$ cat src/rtl/load_store_unit.sv
// Load/store unit: accepts one memory request at a time, issues it to the data
// memory bus (reissuing while the bus rejects it), waits for the tagged load
// response, and reports completion with a one-cycle done pulse.
//
// Ports:
//   clock, reset           - rising-edge clock, asynchronous active-high reset
//   req_*                  - request handshake and fields (store flag, funct3,
//                            address, right-aligned store data, destination id)
//   proc2Dmem_*            - bus command, size, address and lane-shifted data
//   Dmem2proc_response     - nonzero tag when the bus accepts the request
//   Dmem2proc_data/_tag    - returning load word and its tag
//   done, result,
//   done_dest, misaligned  - completion report, valid only while done is high
module load_store_unit #(
    parameter int unsigned XLEN   = 32,
    parameter int unsigned TAG_W  = 4,
    parameter int unsigned DEST_W = 5
) (
    input  logic              clock,
    input  logic              reset,
    input  logic              req_valid,
    output logic              req_ready,
    input  logic              req_is_store,
    input  logic [2:0]        req_funct3,
    input  logic [XLEN-1:0]   req_addr,
    input  logic [XLEN-1:0]   req_store_data,
    input  logic [DEST_W-1:0] req_dest,
    output logic [1:0]        proc2Dmem_command,
    output logic [1:0]        proc2Dmem_size,
    output logic [XLEN-1:0]   proc2Dmem_addr,
    output logic [XLEN-1:0]   proc2Dmem_data,
    input  logic [TAG_W-1:0]  Dmem2proc_response,
    input  logic [XLEN-1:0]   Dmem2proc_data,
    input  logic [TAG_W-1:0]  Dmem2proc_tag,
    output logic              done,
    output logic [XLEN-1:0]   result,
    output logic [DEST_W-1:0] done_dest,
    output logic              misaligned
);

    localparam int unsigned LaneW = $clog2(XLEN / 8);

    localparam logic [1:0] BusNone  = 2'd0;
    localparam logic [1:0] BusLoad  = 2'd1;
    localparam logic [1:0] BusStore = 2'd2;

    localparam logic [1:0] MemByte   = 2'd0;
    localparam logic [1:0] MemHalf   = 2'd1;
    localparam logic [1:0] MemWord   = 2'd2;
    localparam logic [1:0] MemDouble = 2'd3;

    localparam logic [XLEN-1:0] MaskByte = {XLEN{1'b1}} >> (XLEN - 8);
    localparam logic [XLEN-1:0] MaskHalf = {XLEN{1'b1}} >> (XLEN - 16);
    localparam logic [XLEN-1:0] MaskWord = {XLEN{1'b1}} >> (XLEN - 32);

    typedef enum logic [1:0] {StIdle, StIssue, StWait, StResp} state_e;

    state_e              state_q, state_d;
    logic                is_store_q;
    logic [2:0]          funct3_q;
    logic [XLEN-1:0]     addr_q;
    logic [XLEN-1:0]     store_data_q;
    logic [DEST_W-1:0]   dest_q;
    logic [TAG_W-1:0]    tag_q;
    logic [XLEN-1:0]     result_q;
    logic                misaligned_q;

    logic                accept;
    logic                req_misaligned;
    logic                bus_granted;
    logic                tag_match;
    logic [LaneW-1:0]    lane;
    logic [XLEN-1:0]     size_mask;
    logic [XLEN-1:0]     load_shifted;
    logic                load_sign;
    logic [XLEN-1:0]     load_ext;

    assign accept      = req_valid && (state_q == StIdle);
    assign bus_granted = (state_q == StIssue) && (Dmem2proc_response != '0);
    // Only WAIT compares tags, so a tag arriving alongside the grant is ignored.
    assign tag_match   = (state_q == StWait) && (Dmem2proc_tag == tag_q);

    always_comb begin
        req_misaligned = 1'b0;
        unique case (req_funct3[1:0])
            MemByte:   req_misaligned = 1'b0;
            MemHalf:   req_misaligned = req_addr[0];
            MemWord:   req_misaligned = |req_addr[1:0];
            MemDouble: req_misaligned = |req_addr[2:0];
            default:   req_misaligned = 1'b0;
        endcase
    end

    // Size mask and lane shared by store alignment and load extraction.
    always_comb begin
        lane      = addr_q[LaneW-1:0];
        size_mask = '1;
        unique case (funct3_q[1:0])
            MemByte:   size_mask = MaskByte;
            MemHalf:   size_mask = MaskHalf;
            MemWord:   size_mask = MaskWord;
            MemDouble: size_mask = '1;
            default:   size_mask = '1;
        endcase
    end

    always_comb begin
        load_shifted = Dmem2proc_data >> {lane, 3'b000};
        load_sign    = 1'b0;
        unique case (funct3_q[1:0])
            MemByte:   load_sign = load_shifted[7];
            MemHalf:   load_sign = load_shifted[15];
            MemWord:   load_sign = load_shifted[31];
            MemDouble: load_sign = load_shifted[XLEN-1];
            default:   load_sign = 1'b0;
        endcase
        // Bits above the access size come from the sign unless unsigned.
        load_ext = (load_shifted & size_mask) |
                   ((load_sign && !funct3_q[2]) ? ~size_mask : '0);
    end

    always_comb begin
        state_d = state_q;
        unique case (state_q)
            StIdle: begin
                if (accept) state_d = req_misaligned ? StResp : StIssue;
            end
            StIssue: begin
                if (bus_granted) state_d = is_store_q ? StResp : StWait;
            end
            StWait: begin
                if (tag_match) state_d = StResp;
            end
            StResp:  state_d = StIdle;
            default: state_d = StIdle;
        endcase
    end

    always_ff @(posedge clock or posedge reset) begin
        if (reset) begin
            state_q      <= StIdle;
            is_store_q   <= 1'b0;
            funct3_q     <= '0;
            addr_q       <= '0;
            store_data_q <= '0;
            dest_q       <= '0;
            tag_q        <= '0;
            result_q     <= '0;
            misaligned_q <= 1'b0;
        end else begin
            state_q <= state_d;
            if (accept) begin
                is_store_q   <= req_is_store;
                funct3_q     <= req_funct3;
                addr_q       <= req_addr;
                store_data_q <= req_store_data;
                dest_q       <= req_dest;
                misaligned_q <= req_misaligned;
                result_q     <= '0;
            end
            if (bus_granted && !is_store_q) tag_q <= Dmem2proc_response;
            if (tag_match) result_q <= load_ext;
        end
    end

    always_comb begin
        req_ready         = (state_q == StIdle);
        proc2Dmem_command = BusNone;
        if (state_q == StIssue) proc2Dmem_command = is_store_q ? BusStore : BusLoad;
        proc2Dmem_size    = funct3_q[1:0];
        proc2Dmem_addr    = addr_q;
        proc2Dmem_data    = (store_data_q & size_mask) << {lane, 3'b000};
        done              = (state_q == StResp);
        result            = done ? result_q : '0;
        done_dest         = done ? dest_q : '0;
        misaligned        = done && misaligned_q;
    end

endmodule

$ cat config.mk
export PLATFORM = sky130hd
export DESIGN_NAME = load_store_unit
export DESIGN_NICKNAME = d
export VERILOG_FILES = /design/src/rtl/load_store_unit.sv
export SDC_FILE = /design/constraint.sdc
export NUM_CORES = 1
export LEC_CHECK = 0
export CAP_MARGIN = 20
export CORE_MARGIN = 5
export CORE_UTILIZATION = 45
export CTS_CLUSTER_SIZE = 8
export DETAILED_ROUTE_END_ITERATION = 12
export PLACE_DENSITY = 0.79
export REMOVE_ABC_BUFFERS = 1
export SLEW_MARGIN = 20
export SYNTH_ARGS = -nofsm -noshare
export SYNTH_HDL_FRONTEND = slang
export SYNTH_SLANG_ARGS = --single-unit
$ cat constraint.sdc
create_clock -name clock -period 3.8 [get_ports clock]
set_clock_uncertainty 0.1 [all_clocks]
set_input_delay 0.38 -clock clock [delete_from_list [all_inputs] [get_ports clock]]
set_output_delay 0.38 -clock clock [all_outputs]
set_load 0.02 [all_outputs]
==> flow_metrics.tcl <==
set metrics [dict create \
    postCtsSetupBuffers 0 \
    holdBufCountCts 0 \
    yosysTopAreaCell "dfrtp_1" \
    antenna_found_initial 1 \
    htree_levels 3 \
    path_cells "inv_1 > nand2_1 > o22ai_1 > clkdlybuf4s50_1" \
    die_area_um2 15570 \
    cts_tree "yes" \
    pwr_density_cell_nw_per_um2 831.9 \
    ys_types 42 \
    globalRoute.totalOverflow 0 \
    avgRoutedWirePerCell_um 20.34 \
    die_h_um 124.8 \
    ys_seq_area_share_pct 47.29 \
    slew_viol_final 0 \
    hp-class "in -> async" \
    ys_ff_latch 112 \
    finalSetupTns_ns 0 \
    hold_slack_ns 0.3655 \
    worst_pin_slew_ns 1.065 \
    nFillCells 969 \
    rows 42 \
    yosys_warnings 0 \
    nNetsFinal 860 \
    ios 224 \
    layout_setup_ws_ns 0.5349 \
    cts_buffer_depth 2 \
    drive_gt1_share_pct 16.82 \
    synth_edf_count 0 \
    cp_slowest_stage_delay_ns 0.67 \
    synth.area.top_cells "dfrtp_1 (47%), mux2_2 (15%), and2_1 (5.6%)" \
    yosysMostFrequentCell "dfrtp_1" \
    post-place-ws_ns 0.7596 \
    drv_cap 0 \
    insertion_delay_ns 0.35 \
    netlist_instances 539 \
    crit_type "reg -> out" \
    rsz0062_at_grt "no" \
    fin_crit_sh_pct 85.92 \
    clock-sinks 112 \
    clkSlewWorstSetupHoldPaths_ns 0.07 \
    synth_top_area_share_pct 47.29 \
    setup_violations 0 \
    port_buffers 223 \
    critPathSlowestCell "clkdlybuf4s50_1" \
    grt_use_total_pct 24.28 \
    grt_pass1_wl_um 30300 \
    status "completed" \
    dp.final_hpwl_um 13620 \
    cp-start-kind "flip-flop" \
    stdcell_count 920 \
    numCtsBuffers 9 \
    initial_core_util_pct 45.30 \
    syn_area_um2 5927 \
    firstDrtPassIters 5 \
    cts_resized 0 \
    clockRootBuffer "clkbuf_16" \
    grt_start_max_net_pins 57 \
    slew_headroom_pct 28.81 \
    syn_to_final_growth_pct 44.99 \
    async_reset_ff_share_pct 100.0 \
    place.gp.congestion 0.8552 \
    synth_common_cells "dfrtp_1 (112), mux2_2 (80), and2_1 (53)" \
    cp.arrival_ns 2.79 \
    timing.fmax_mhz 306.3 \
    drc 0 \
    p_leak_nw 3.485 \
    finalHoldViolCount 0 \
    wirelength_um 18710 \
    grt_pass1_vias 5523 \
    detail-route-antenna-nets 0 \
    dp_cells 905 \
    die_width_um 124.8 \
    fin_crit_ns 3.265 \
    crit_fanout 23 \
    vias_per_cell 5.608 \
    crit_path_end_kind "output pin" \
    critPathRequiredTime_ns 3.32 \
    drt_iter0_markers 403 \
    syn-mean-instance-area_um2 11.00 \
    synth-main-ff-cell "dfrtp_1" \
    core_um2 13090 \
    ir_worst_vdd_mv 0.4958 \
    num_vias 5159 \
]
[per-stage QoR]
stage / util [%] / total power [W] / cell area, µm²
after floorplan: - / 0.004404 / 5727
after global placement: 63.54 / 0.006114 / 8314
after detailed placement: 63.54 / 0.006221 / 8314
after CTS: 65.65 / 0.007175 / 8591
after global routing: 65.67 / 0.007582 / 8593
final: 65.67 / 0.007149 / 8593
[cell type report]
class                      instances  area, µm²  share of cell area [%]
clock inverter                     4      47.55                  0.5533
timing repair buffer             238       2345                   27.29
inverter                           6      25.02                  0.2912
sequential                       112       2805                   32.64
multi-input combinational        373       2919                   33.97
clock buffer                      10      229.0                   2.665
tap                              176      220.2                   2.563
antenna                            1      2.502                 0.02912
[cell families after synthesis]
family	Yosys count	synth area share, %
xor gates and xnor gates	5	0.7388
adders and majority gates	4	0.8445
buffers and inverters	54	3.758
muxes	106	19.59
and+or+nand+nor	136	12.79
DFF	112	47.29
AOI/OAI and AO/OA	122	14.99
[placed cells by master, fill, tap and decap left out, types with 10 or more instances in the layout]
cell type and instances:
nand2_1 34, o211ai_2 10, dfrtp_1 110, and2_1 52, mux2_2 80, clkdlybuf4s50_1 223
buf_4 15, o21ai_0 31, mux2i_1 26, o211ai_1 22, or4_1 10, a21oi_1 20
[flip-flops by register name, indices dropped and copies added, names as in the netlist]
name / count
proc2Dmem_addr: 32
store_data_q: 32
dest_q: 5
funct3_q: 3
is_store_q: 1
result_q: 32
state_q: 2
tag_q: 4
misaligned_q: 1
[critical path, delay by kind of cell (launching register included)]
kind / cells / cell delay [ns]
buffers and inverters: 2 / 1.01
flip-flops: 1 / 0.57
AND/OR/NAND/NOR: 1 / 0.49
AO/OA/AOI/OAI: 1 / 0.35
[path summary, 6_finish.rpt]
check / startpoint / to / slack (ns) / cells after the start
hold / removal: reset / proc2Dmem_addr[21]$_DFFE_PP0P_ / 0.37 / 2
setup / recovery: proc2Dmem_addr[1]$_DFFE_PP0P_ / proc2Dmem_data[28] / 0.53 / 4
hold reg to reg: misaligned_q$_DFFE_PP0P_ / misaligned_q$_DFFE_PP0P_ / 0.38 / 2
max in group asynchronous: reset / proc2Dmem_addr[28]$_DFFE_PP0P_ / 2.43 / 3
setup reg to reg: tag_q[1]$_DFFE_PP0P_ / result_q[30]$_DFFE_PP0P_ / 1.12 / 5
min in group clock: misaligned_q$_DFFE_PP0P_ / misaligned_q$_DFFE_PP0P_ / 0.38 / 2
[layer usage]
layer  vias up  global-route usage (%)  routed length, µm
met5         -                       0                  0
met4         0                   8.769                386
met3        29                   9.391               1853
met2       245                   39.34               8995
met1      2527                   29.45               7477
li1       2358                       -                  -
[power by group]
part	internal, W	total, W	switching (W)	leakage (nW)
clock	0.000503	0.000930	0.000428	0.134
sequential	0.00173	0.00218	0.000447	1.39
combinational	0.00191	0.00404	0.00213	1.96
(Power assumes the default switching activity.)
